<file path="src/rtl/fwd_ctrl.sv">
// EX-stage operand-forwarding producer: tracks EX/LS/WB destinations, drives registered
// rs1/rs2 source selects and load-use / divide hazard controls. WB bypass: FWD_WB_BYPASS_EN.
module fwd_ctrl #(
    parameter int REG_AW  = 5,
    parameter int DIV_LAT = 8
) (
    input  logic              clk,
    input  logic              rst_n,
    input  logic              id_valid_i,
    input  logic [REG_AW-1:0] id_rs1_i,
    input  logic [REG_AW-1:0] id_rs2_i,
    input  logic              id_rs1_used_i,
    input  logic              id_rs2_used_i,
    input  logic [REG_AW-1:0] id_rd_i,
    input  logic              id_rd_wen_i,
    input  logic              id_is_load_i,
    input  logic              id_div_en_i,
    input  logic              flush_i,
    output logic [1:0]        rs1_sel_o,
    output logic [1:0]        rs2_sel_o,
    output logic              stall_id_o,
    output logic              bubble_ex_o,
    output logic              stall_pipe_o
);

    localparam int CW = (DIV_LAT > 1) ? $clog2(DIV_LAT) : 1;
    localparam logic [CW-1:0] DIV_LOAD = CW'(DIV_LAT - 1);
`ifdef FWD_WB_BYPASS_EN
    localparam bit WB_BYPASS = 1'b1;
`else
    localparam bit WB_BYPASS = 1'b0;  // regfile is write-first, WB result already visible
`endif

    typedef struct packed {
        logic              valid;
        logic [REG_AW-1:0] rd;
        logic              wen;
        logic              is_load;
    } slot_t;

    slot_t             ex_q, ex_d, ls_q, ls_d, wb_q, wb_d;
    logic [1:0]        rs1_sel_q, rs1_sel_d, rs2_sel_q, rs2_sel_d;
    logic [CW-1:0]     div_cnt_q, div_cnt_d;
    logic              load_use, stall_pipe, stall_id, id_adv;

    function automatic logic match(input slot_t s, input logic [REG_AW-1:0] rs, input logic used);
        return s.valid & s.wen & (s.rd == rs) & (rs != '0) & used;
    endfunction

    function automatic logic [1:0] pick(input slot_t ex, input slot_t ls, input slot_t wb,
                                        input logic [REG_AW-1:0] rs, input logic used);
        if (match(ex, rs, used))                    return 2'd1;
        else if (match(ls, rs, used))               return 2'd2;
        else if (WB_BYPASS && match(wb, rs, used))  return 2'd3;
        else                                        return 2'd0;
    endfunction

    always_comb begin
        stall_pipe = (div_cnt_q != '0);
        load_use   = id_valid_i & ex_q.is_load &
                     (match(ex_q, id_rs1_i, id_rs1_used_i) | match(ex_q, id_rs2_i, id_rs2_used_i));
        stall_id   = (load_use & ~flush_i) | stall_pipe;
        id_adv     = id_valid_i & ~stall_id & ~flush_i;

        ex_d      = ex_q;
        ls_d      = ls_q;
        wb_d      = wb_q;
        rs1_sel_d = rs1_sel_q;
        rs2_sel_d = rs2_sel_q;
        div_cnt_d = div_cnt_q;

        if (stall_pipe) begin
            div_cnt_d = div_cnt_q - CW'(1);
        end else begin
            wb_d = ls_q;
            ls_d = ex_q;
            ex_d = id_adv ? slot_t'{1'b1, id_rd_i, id_rd_wen_i, id_is_load_i} : '0;
            rs1_sel_d = id_adv ? pick(ex_q, ls_q, wb_q, id_rs1_i, id_rs1_used_i) : 2'd0;
            rs2_sel_d = id_adv ? pick(ex_q, ls_q, wb_q, id_rs2_i, id_rs2_used_i) : 2'd0;
            if (id_adv & id_div_en_i) div_cnt_d = DIV_LOAD;
        end
    end

    always_ff @(posedge clk or negedge rst_n) begin
        if (!rst_n) begin
            ex_q      <= '0;
            ls_q      <= '0;
            wb_q      <= '0;
            rs1_sel_q <= 2'd0;
            rs2_sel_q <= 2'd0;
            div_cnt_q <= '0;
        end else begin
            ex_q      <= ex_d;
            ls_q      <= ls_d;
            wb_q      <= wb_d;
            rs1_sel_q <= rs1_sel_d;
            rs2_sel_q <= rs2_sel_d;
            div_cnt_q <= div_cnt_d;
        end
    end

    assign rs1_sel_o    = rs1_sel_q;
    assign rs2_sel_o    = rs2_sel_q;
    assign stall_id_o   = stall_id;
    assign bubble_ex_o  = load_use & ~flush_i & ~stall_pipe;
    assign stall_pipe_o = stall_pipe;

endmodule
</file>
<file path="config.mk">
export PLATFORM = sky130hd
export DESIGN_NAME = fwd_ctrl
export DESIGN_NICKNAME = d
export VERILOG_FILES = /design/src/rtl/fwd_ctrl.sv
export SDC_FILE = /design/constraint.sdc
export NUM_CORES = 1
export LEC_CHECK = 0
export CAP_MARGIN = 15
export CORE_MARGIN = 1
export CORE_UTILIZATION = 37
export CTS_CLUSTER_DIAMETER = 120
export CTS_CLUSTER_SIZE = 10
export DETAILED_ROUTE_END_ITERATION = 7
export GPL_TIMING_DRIVEN = 0
export PLACE_DENSITY_LB_ADDON = 0.25
export SYNTH_ARGS = -nofsm -noshare
export SYNTH_HDL_FRONTEND = slang
export SYNTH_SLANG_ARGS = --single-unit
</file>
<file path="constraint.sdc">
create_clock -name clk -period 1.7 [get_ports clk]
set_input_delay 0.34 -clock clk [delete_from_list [all_inputs] [get_ports clk]]
set_output_delay 0.34 -clock clk [all_outputs]
set_load 0.02 [all_outputs]
</file>
Yosys cells after proc, flatten, opt, wreduce, memory -nomap -nowiden --
Cells that the tools add are included.
Word-level totals: input bits 24, bits in registers 22, word-level logic and storage cells 54, output and inout port bits 7
Operators by class: bitwise gates (word level) 26, mux-type cells 9, equality and inequality tests 4, reductions and logical operators 4, $add $sub $neg 1
Operators by type and width (number):
- 1-bit bitwise AND | 21
- 5-bit == test | 4
- 2-bit 2-to-1 mux | 6
- 5-bit nonzero test | 2
- 8-bit 2-to-1 mux | 1
- 3-bit 2-to-1 mux | 2
- 1-bit NOT | 3
- 3-bit nonzero test | 1
- 3-bit by 1-bit subtractor with 3-bit output, second input constant | 1
- 1-bit bitwise OR | 2
- 2-bit nonzero test | 1

Depth between registers and ports, before layout --
Gate-level depths: netlist (run 1).
depth after elaboration 14, gate-level depth with buffers 8, mapped depth without buffers 8

Worst setup path before layout (run 1) --
OpenSTA, ideal clock, no wires.
path kind reg-to-output, start point register ex_q[2] in the netlist's numbering, end point output bubble_ex_o, path slack -0.355 ns, arrival time 1.715 ns, path buffers 2, data required time 1.360 ns, cell stages (with the launch flop) 8, cells stage by stage dfrtp_1 xnor2_1 nand4_1 or3_1 buf_6 a21o_1 buf_6 nor2_1
Between the ends: longest elaborated chain between the ends 8, elaborated cells between the ends (all ways) 12, those cells by class eq/ne (2); bitwise (10)
RTL lines:
- start: declaration | line 41 | slot_t ex_q, ex_d, ls_q, ls_d, wb_q, wb_d;
- start signal: assignment | line 86 | ex_q <= '0;
- start signal: assignment | line 93 | ex_q <= ex_d;
- 5-bit == test | line 47 | return s.valid & s.wen & (s.rd == rs) & (rs != '0) & used;
- 1-bit bitwise AND (3 in series) | line 47
- 1-bit bitwise OR * | line 61 | (match(ex_q, id_rs1_i, id_rs1_used_i) | match(ex_q, id_rs2_i, id_rs2_used_i));
- 1-bit bitwise AND * | line 60 | load_use = id_valid_i & ex_q.is_load &
- 1-bit bitwise AND * (2 in series) | line 105 | assign bubble_ex_o = load_use & ~flush_i & ~stall_pipe;
- end: declaration | line 22 | output logic bubble_ex_o,
Mark *: on every way between the ends. The rest lies on a longest branch, timed or not.

Final worst setup path (run 1) --
start point register ex_q[4] in the netlist's numbering, end point output bubble_ex_o
Same word-level chain as after synthesis.

==> results of run 1 <==
## flip-flops by register name, summed over array words and instances (netlist names)
register and cells:
ex_q 8, ls_q 7, div_cnt_q 3, rs1_sel_o 2, rs2_sel_o 2
## cell families after synthesis
group | Yosys count
simple gates | 56
compound gates | 22
flops | 22
xor+xnor | 21
buf+inv | 10
fa+ha+maj | 2
mux | 1
## worst paths after layout
kind                         startpoint           end  slack, ns  cells after the start
min                        rs2_sel_o[1]  rs2_sel_o[1]       0.49                      2
max                             ex_q[4]   bubble_ex_o      -0.60                      7
min in group asynchronous         rst_n       ls_q[6]       0.56                      1
max reg2reg                     ex_q[4]       ex_q[3]      -0.31                      8
max in group asynchronous         rst_n       ex_q[5]       0.46                      1
min reg2reg                rs2_sel_o[1]  rs2_sel_o[1]       0.49                      2
## final cells by class
cell class	instances	area (um^2)	area share, %
Timing Repair Buffer	48	441.7	22.53
Tap cell	44	55.05	2.808
Inverter	3	13.76	0.7020
Multi-Input combinational cell	102	802.0	40.91
Clock buffer	3	22.52	1.149
Sequential cell	22	553.0	28.21
Buffer	5	42.54	2.170
Clock inverter	1	30.03	1.532
## through the flow
step           instance area, um^2  utilization (%)  setup slack, ns
2_1_floorplan                 1281                -          -0.1884
3_3_place_gp                  1637            52.32           -1.332
3_5_place_dp                  1637            52.32           -1.334
4_1_cts                       1809            57.84          -0.6993
5_1_grt                       1961            62.68          -0.6823
6_report                      1961            62.68          -0.6045
## cell usage in the layout, fill, tap and decap left out, types with 3 or more instances in the layout
cell / netlist / layout
clkdlybuf4s50_1: 0 / 17
nand3_1: 5 / 4
nand2_1: 34 / 33
a32o_1: 6 / 6
xnor2_1: 19 / 18
dfrtp_1: 22 / 20
clkbuf_4: 0 / 3
buf_4: 1 / 15
dlygate4sd2_1: 0 / 10
buf_6: 2 / 8
## layer usage
layer | vias to the layer above | wire (um) | GRT usage (%)
met1 | 575 | 1466 | 26.76
li1 | 572 | - | -
met5 | - | 0 | 0
met3 | 6 | 209 | 3.030
met2 | 33 | 1674 | 31.24
met4 | 0 | 50 | 6.977
## what timing repair did
action	4_1_cts	5_1_grt
setup buffers	9	9
gates resized for setup	46	25
pin swaps	9	21
endpoints found under the setup margin	16	17
endpoints found under the hold margin	0	0
## tightest hold or removal path, stage by stage, from the launching register on
cell and delay, ns:
dfrtp_1 0.36, nand2_1 0.05, nand2_1 0.05
## power by group through the flow
| stage | Sequential, uW | Clock [uW] | Combinational, uW |
|---|---|---|---|
| 2_1_floorplan | 852 | 0 | 626 |
| 3_3_place_gp | 892 | 0 | 833 |
| 3_5_place_dp | 899 | 0 | 859 |
| 4_1_cts | 900 | 415 | 1070 |
| 5_1_grt | 953 | 434 | 1330 |
| 6_report | 926 | 406 | 1230 |
==> out/qor.yml, run 1 <==
critical_path:
  critPathTopFamily: "simple AND/OR/NAND/NOR gates"
  cp.required_ns: 1.36
  path_buf_inv: 2
  slowest_stage: "dfrtp_1"
  worst-setup-path-type: "reg2out"
  cpPeakStageDelay_ns: 0.44
  cp_common_cell: "buf_6"
  crit_path_start_kind: "register"
  worstPathArrival_ns: 1.96
  path_cells: "xnor2_1, nand3_1, or3_1, buf_6, a21o_4, nor2_4, buf_6"
  worstPathMaxFanout: 3
  critPathCaptureType: "output pin"
cts:
  cts_tree: "built"
  clk_path_buf_depth: 2
  worst_skew_pair.late_latency_ns: 0.32
  cts_inserted_buffers: 3
  hold_buffers: 0
  root_buffer: "clkbuf_4"
  htree_levels: 1
  clk_pin_slew_ns: 0.14
  clock_sinks: 22
yosys:
  netlist_instances: 134
  synth_xor_area_share_pct: 14.61
  synth_nets: 160
  synth_top_area_share_pct: 43.74
  synthTopCellsByCount: "nand2_1, dfrtp_1, xnor2_1"
  yosys_warnings: 0
  synth_simple_gate_area_share_pct: 20.58
  synth-seq-cells: 22
  synth_flop_cell: "dfrtp_1"
  syn_area_um2: 1259
  yosys-top-cells-area: "dfrtp_1, xnor2_1, nand2_1, a32o_1, ha_1"
  synth-adder-area-share_pct: 1.988
  postSynth.asyncResetShare_pct: 100.0
  ys_types: 32
  synth_seq_area_share_pct: 43.74
  muxShareOfSynthArea_pct: 0.7952
  synth_area_leader_cell: "dfrtp_1"
  yosysMostFrequentCell: "nand2_1"
  synth_compound_area_share_pct: 13.82
  synth_top_family_by_area: "simple AND/OR/NAND/NOR gates"
  synth_area_per_cell_um2: 9.393
  synth_edf_count: 0
global_route:
  globalRouteOverflowTotal: 0
  gr-usage-all-layers_pct: 19.55
  antenna_found_initial: 0
  grt_max_degree: 23
  grt_pass1_vias: 1142
  grt_pass1_wl_um: 5126
sta:
  hold_viol: 0
  setup_tns_ns: -3.674
  rsz0062_at_grt: "yes"
  period_share_pct: 135.6
  setup_viol: 13
  hold_slack_ns: 0.4878
  fin_ws_ns: -0.6045
  slew_headroom_pct: 32.08
  finalCriticalPeriod_ns: 2.304
  slew_viol_final: 0
  fmax_mhz: 433.9
  tightest_slew_ns: 1.016
  fin_skew_ns: 0.01397
placed_design:
  gp_congestion: 0.8618
  dp_hpwl_um: 2263
  dp.cells: 208
  numPortBuffers: 30
final_layout:
  n_fill_cell: 276
  num-nets-final: 211
  area_delta_synth_final_pct: 55.77
  diodes: 0
  layout-drive-gt1-share_pct: 28.80
  finalNonFillerCells: 228
floorplanning:
  die_y_um: 60.33
  dieArea_um2: 3639
  die_x_um: 60.33
  io_pins: 31
  num_rows: 20
  start_util_pct: 40.24
  core_area_um2: 3128
pwr:
  p_int_uw: 1616
  power.total_uw: 2560
  swShare_pct: 36.87
  combPwrFrac_pct: 48.0
  peakVddDrop_v: 0.0006952
  p_clk_share_pct: 15.9
  p_switching_uw: 943.9
  p_seq_share_pct: 36.2
  power.density_nw_per_um2: 1306
  cellLeakagePower_uw: 0.0008245
routing:
  viasPerCell: 5.202
  drt_pass1_iterations: 4
  drc: 0
  drt_iter0_markers: 42
  wl_um: 3401
  drtAntennaViolNets: 0
  route.vias.total: 1186
  wire_per_inst_um: 14.92
min_path:
  hold_class: "reg2reg"
outcome:
  status: "complete, but fails checks"
  violations: "negative setup slack"
flow_run:
  cap_violations: 0
Power figures use the tool's default switching activity.
==> inputs of run 2 (changes only) <==
--- a/config.mk
+++ b/config.mk
@@ -8,6 +8,7 @@
 export CAP_MARGIN = 15
 export CORE_MARGIN = 1
 export CORE_UTILIZATION = 37
+export CTS_BUF_LIST = sky130_fd_sc_hd__clkbuf_2
 export CTS_CLUSTER_DIAMETER = 120
 export CTS_CLUSTER_SIZE = 10
 export DETAILED_ROUTE_END_ITERATION = 7
==> run 2 against run 1 <==
  * The flow still finishes with violations (negative setup slack)
  * Critical path depth unchanged
  * First-iteration DRC count grew 12%
  * Register-to-register slack lost 0.05 ns
  * Die area did not move
  * Clock skew is 0.0048 ns higher
  * Non-clock buffer count shrank 1
  * Sequential power is 0.6% higher
  * Total power down 1.4%
  * Final area about the same
  * Critical endpoint unchanged
  * Highest routed layer unchanged
==> out/qor.yml, run 2 (synthesized netlist as in run 1, its figures left out) <==
pwr:
  combPwrFrac_pct: 48.4  # +0.4 points
  p_seq_share_pct: 36.9  # +0.7 points
  power.total_uw: 2523  # -1.4%
  peakVddDrop_v: 0.0006456  # -7.1%
  p_int_uw: 1577  # -2.4%
  power.density_nw_per_um2: 1286  # -1.5%
  p_clk_share_pct: 14.7  # -1.2 points
  swShare_pct: 37.50  # +0.62 points
  cellLeakagePower_uw: 0.0009002  # +9.2%
  p_switching_uw: 946.2  # +0.24%
critical_path:
  crit_path_start_kind: "register"
  slowest_stage: "dfrtp_2"
  cp_common_cell: "buf_6"
  cp.required_ns: 1.36  # about the same
  worstPathArrival_ns: 2.03  # +0.07 ns
  worst-setup-path-type: "reg2out"
  worstPathMaxFanout: 4  # +1
  cpPeakStageDelay_ns: 0.51  # +0.07 ns
  critPathCaptureType: "output pin"
  path_cells: "xnor2_2, nand4_1, or3_1, buf_6, a21o_4, nor2_4, buf_6"
  reg2reg_slack_ns: -0.36  # -0.05 ns
cts:
  root_buffer: "clkbuf_2"
  clock_sinks: 22  # unchanged
  clk_path_buf_depth: 2  # unchanged
  clk_pin_slew_ns: 0.23  # +0.09 ns
  cts_inserted_buffers: 3  # unchanged
  worst_skew_pair.late_latency_ns: 0.35  # +0.03 ns
  htree_levels: 1  # unchanged
  cts_tree: "built"
sta:
  tightest_slew_ns: 1.019  # +0.003653 ns
  fin_ws_ns: -0.6684  # -0.06396 ns
  period_share_pct: 139.3  # +3.8 points
  slew_viol_final: 0  # unchanged
  rsz0062_at_grt: "yes"
  hold_slack_ns: 0.4961  # +0.008318 ns
  setup_viol: 15  # +2
  fmax_mhz: 422.2  # -2.7%
  fin_skew_ns: 0.01873  # +0.004755 ns
  setup_tns_ns: -4.234  # -0.5597 ns
  hold_viol: 0  # unchanged
  slew_headroom_pct: 31.84  # -0.24 points
  finalCriticalPeriod_ns: 2.368  # +0.06396 ns
placed_design:
  numPortBuffers: 30  # unchanged
  pre_cts_ws_ns: -1.334  # unchanged
  gp_congestion: 0.8618  # unchanged
  place_area_um2: 1637  # unchanged
  dp_hpwl_um: 2263  # unchanged
final_layout:
  n_fill_cell: 272  # -1.4%
  diodes: 0  # unchanged
  mostFrequentLayoutCells: "nand2_1, dfrtp_1, xnor2_1, buf_4, clkdlybuf4s50_1"
  layout_commonest_cell: "nand2_1"
  seq_area_um2: 553.0  # unchanged
  layout-drive-gt1-share_pct: 28.42  # -0.39 points
  reg_top3: "ex_q (8), ls_q (7), div_cnt_q (3)"
  largest_reg_flops: 8  # unchanged
  multi_input_area_um2: 805.8  # +0.47%
  stdcell_area_um2: 1962  # about the same
  regMostFlops: "ex_q"
  num-nets-final: 210  # -0.47%
  area_delta_synth_final_pct: 55.86  # about the same
global_route:
  grt_pass1_wl_um: 5161  # +0.68%
  globalRouteOverflowTotal: 0  # unchanged
  grt_max_degree: 23  # unchanged
  grt_pass1_vias: 1151  # +0.79%
  gr-usage-all-layers_pct: 19.68  # +0.14 points
  antenna_found_initial: 0  # unchanged
routing:
  route.vias.total: 1201  # +1.3%
  wl_um: 3419  # +0.53%
  drc: 0  # unchanged
  drt_pass1_iterations: 4  # unchanged
  viasPerCell: 5.291  # +1.7%
  drtAntennaViolNets: 0  # unchanged
  wire_per_inst_um: 15.06  # +0.97%
  drt_iter0_markers: 47  # +12%
outcome:
  status: "complete, but fails checks"
  violations: "negative setup slack"
floorplanning:
  dieArea_um2: 3639  # unchanged
  num_rows: 20  # unchanged
  io_pins: 31  # unchanged
  core_area_um2: 3128  # unchanged
  die_x_um: 60.33  # unchanged
  die_y_um: 60.33  # unchanged
  start_util_pct: 40.24  # unchanged
flow_run:
  cap_violations: 0  # unchanged
min_path:
  hold_class: "reg2reg"
run 2: cell count changes in the layout (fill, tap and decap cells not counted), moves of 2 or more:
cell             change
dlymetal6s2s_1       +4
xnor2_2              +2
clkdlybuf4s50_1      -4
clkbuf_4             -3
xnor2_1              -2
clkbuf_2             +2
buf_4                -2
run 2: through the flow:
step / utilization [%] / instances
floorplan: - / 134
global placement: 52.32 / 208
detailed placement: 52.32 / 208
CTS: 57.80 / 221
global route: 62.72 / 227
finish: 62.72 / 227
run 2: layout make-up:
class	count	area share [%]
multi-input cells	102	41.07
flip-flops and latches	22	28.19
repair buffers	46	22.26
well taps	44	2.806
plain buffers	6	2.679
clock inverters	1	1.531
clock buffers	3	0.7653
inverters	3	0.7015
run 2: what timing repair did:
item | CTS | global route
resized for setup | 47 | 26
setup endpoints to repair | 16 | 21
hold buffers | 0 | 0
pin swaps | 12 | 20
setup buffers | 9 | 7
run 2: worst max-delay path, delay by kind of cell, from the launching register on:
| family | cells | cell delay [ns] |
|---|---|---|
| XOR/XNOR | 1 | 0.16 |
| AO/OA/AOI/OAI | 1 | 0.22 |
| AND/OR/NAND/NOR | 3 | 0.54 |
| buffers and inverters | 2 | 0.24 |
| flip-flops | 1 | 0.51 |
run 2: power groups by stage:
stage | Sequential [uW] | Combinational [uW] | Clock [uW]
4_1_cts | 899 | 1070 | 379
2_1_floorplan | 852 | 626 | 0
3_5_place_dp | 899 | 859 | 0
3_3_place_gp | 892 | 833 | 0
6_report | 932 | 1220 | 371
5_1_grt | 956 | 1330 | 394
run 2: final timing paths:
kind | startpoint | end | cells after the start
max in group asynchronous | rst_n | ex_q[5] | 1
max | ex_q[6] | bubble_ex_o | 7
max reg2reg | ex_q[6] | ex_q[3] | 8
min reg2reg | div_cnt_q[0] | div_cnt_q[0] | 1
min | div_cnt_q[0] | div_cnt_q[0] | 1
min in group asynchronous | rst_n | ls_q[6] | 1
run 2: layer usage:
layer	part of all wire [%]	track usage, %
met4	1.6	6.977
met5	0	0
met1	45	26.89
met3	4.5	3.030
met2	49	31.55
==> inputs of run 3 (changes only) <==
--- a/config.mk
+++ b/config.mk
@@ -6,7 +6,7 @@
 export NUM_CORES = 1
 export LEC_CHECK = 0
 export CAP_MARGIN = 15
-export CORE_MARGIN = 1
+export CORE_MARGIN = 2
 export CORE_UTILIZATION = 37
 export CTS_BUF_LIST = sky130_fd_sc_hd__clkbuf_2
 export CTS_CLUSTER_DIAMETER = 120
==> run 3 against run 2 <==
  * The run still ends with negative setup slack left
  * Wire length increased by 11%
  * Cell count increased by 4.8%
  * Clock power decreased by 44%
  * Sequential cell count unchanged
  * Critical endpoint unchanged
  * Largest cell class unchanged
==> out/qor.yml, run 3 (synthesized netlist as in run 1, its figures left out) <==
floorplanning:
  io_pins: 31  # unchanged
  num_rows: 21  # +5.0%
  die_x_um: 62.33  # +3.3%
  dieArea_um2: 3884  # +6.7%
  start_util_pct: 38.02  # -2.2 points
  die_y_um: 62.33  # +3.3%
  core_area_um2: 3311  # +5.8%
sta:
  fin_skew_ns: 0.008550  # -0.01018 ns
  tightest_slew_ns: 1.003  # -0.01611 ns
  finalCriticalPeriod_ns: 2.331  # -0.03762 ns
  rsz0062_at_grt: "yes"
  slew_viol_final: 0  # unchanged
  slew_headroom_pct: 32.92  # +1.1 points
  fin_ws_ns: -0.6308  # +0.03762 ns
  hold_slack_ns: 0.5039  # +0.007794 ns
  setup_viol: 13  # -2
  fmax_mhz: 429.0  # +1.6%
  hold_viol: 0  # unchanged
  period_share_pct: 137.1  # -2.2 points
placed_design:
  dp_hpwl_um: 2387  # +5.5%
  dp.cells: 210  # +0.96%
  place_area_um2: 1639  # +0.15%
  gp_congestion: 0.8643  # +0.29%
  numPortBuffers: 30  # unchanged
routing:
  wl_um: 3787  # +11%
  drc: 0  # unchanged
  viasPerCell: 5.277  # -0.25%
  route.vias.total: 1256  # +4.6%
  wire_per_inst_um: 15.91  # +5.6%
  drt_pass1_iterations: 4  # unchanged
  drtAntennaViolNets: 0  # unchanged
  drt_iter0_markers: 45  # -4.3%
outcome:
  status: "complete, but fails checks"
  violations: "negative setup slack"
min_path:
  hold_class: "reg2reg"
final_layout:
  num-nets-final: 220  # +4.8%
  layout_commonest_cell: "nand2_1"
  reg_top3: "ex_q (8), ls_q (7), div_cnt_q (3)"
  stdcell_area_um2: 2028  # +3.4%
  mostFrequentLayoutCells: "nand2_1, buf_4, dfrtp_1, xnor2_1, clkdlybuf4s50_1"
  largest_reg_flops: 8  # unchanged
  regMostFlops: "ex_q"
  diodes: 0  # unchanged
  layout-drive-gt1-share_pct: 32.81  # +4.4 points
  area_delta_synth_final_pct: 61.13
  finalNonFillerCells: 238  # +4.8%
  utilization_pct: 61.26  # -1.5 points
global_route:
  grtUsageMet3_pct: 3.442  # +0.41 points
  globalRouteOverflowTotal: 0  # unchanged
  grt_pass1_wl_um: 5920  # +15%
  top_usage_layer: "met2"
  gr-usage-all-layers_pct: 19.16  # -0.53 points
  grt_pass1_vias: 1247  # +8.3%
  grt_use_met2_pct: 33.29  # +1.7 points
  antenna_found_initial: 0  # unchanged
  gr-usage-met1_pct: 23.61  # -3.3 points
  grt_max_degree: 23  # unchanged
critical_path:
  crit_path_start_kind: "register"
  cp.required_ns: 1.36  # about the same
  worstPathMaxFanout: 3  # -1
  critPathCaptureType: "output pin"
  worst-setup-path-type: "reg2out"
  worstPathArrival_ns: 1.99  # -0.04 ns
pwr:
  peakVddDrop_v: 0.0006833  # +5.8%
  cellLeakagePower_uw: 0.0009445  # +4.9%
  power.density_nw_per_um2: 1225  # -4.8%
  power.total_uw: 2484  # -1.6%
cts:
  hold_buffers: 0  # unchanged
  clock_sinks: 22  # unchanged
  cts_tree: "built"
  clk_path_buf_depth: 2  # unchanged
  worst_skew_pair.late_latency_ns: 0.33  # -0.02 ns
  htree_levels: 1  # unchanged
  clk_pin_slew_ns: 0.20  # -0.03 ns
  root_buffer: "clkbuf_2"
  cts_inserted_buffers: 3  # unchanged
flow_run:
  cap_violations: 0  # unchanged
-- run 3: worst paths after layout --
check / from / end / slack, ns / cells past startpoint
max in group asynchronous: rst_n / ex_q[3] / 0.51 / 1
min in group asynchronous: rst_n / ls_q[6] / 0.53 / 1
worst min-delay path: rs2_sel_o[0] / rs2_sel_o[0] / 0.50 / 2
worst max-delay path: ex_q[2] / bubble_ex_o / -0.63 / 7
worst max register to register: ex_q[2] / ex_q[1] / -0.41 / 9
worst min register to register: rs2_sel_o[0] / rs2_sel_o[0] / 0.50 / 2
-- run 3: critical path, stage by stage, from the launching register on --
cell     delay (ns)
dfrtp_1        0.45
buf_4          0.15
xnor2_2        0.11
nand4_1        0.11
or3_4          0.37
a21o_4         0.25
nor2_4         0.10
buf_6          0.11
-- run 3: final cells by class --
cell class                      instances  area [um^2]
Timing Repair Buffer                   58        534.3
Clock buffer                            3        15.01
Fill cell                             304         1282
Multi-Input combinational cell        102        819.5
Buffer                                  4        32.53
Sequential cell                        22        553.0
Tap cell                               46        57.56
Inverter                                3        16.27
-- run 3: routing by layer --
metal	up-vias	wire, um
met1	616	1528
met5	-	0
met2	45	1939
li1	585	-
met4	0	109
met3	10	210
-- run 3: stage by stage --
step / setup WS [ns] / setup TNS, ns
detailed placement: -1.378 / -11.87
floorplan: -0.1884 / -0.6566
global route: -0.6930 / -5.383
finish: -0.6308 / -4.508
global placement: -1.368 / -11.57
CTS: -0.7232 / -5.151
-- run 3: where the power goes --
group / internal [uW] / switching [uW]
combinational: 764 / 597
sequential: 703 / 211
clock: 48.1 / 160
-- run 3: repair_timing --
| item | in CTS | in global routing |
|---|---|---|
| hold endpoints to repair | 0 | 0 |
| pin swaps | 18 | 20 |
| endpoints found under the setup margin | 23 | 22 |
| buffers inserted | 16 | 14 |
| gates resized for setup | 53 | 30 |
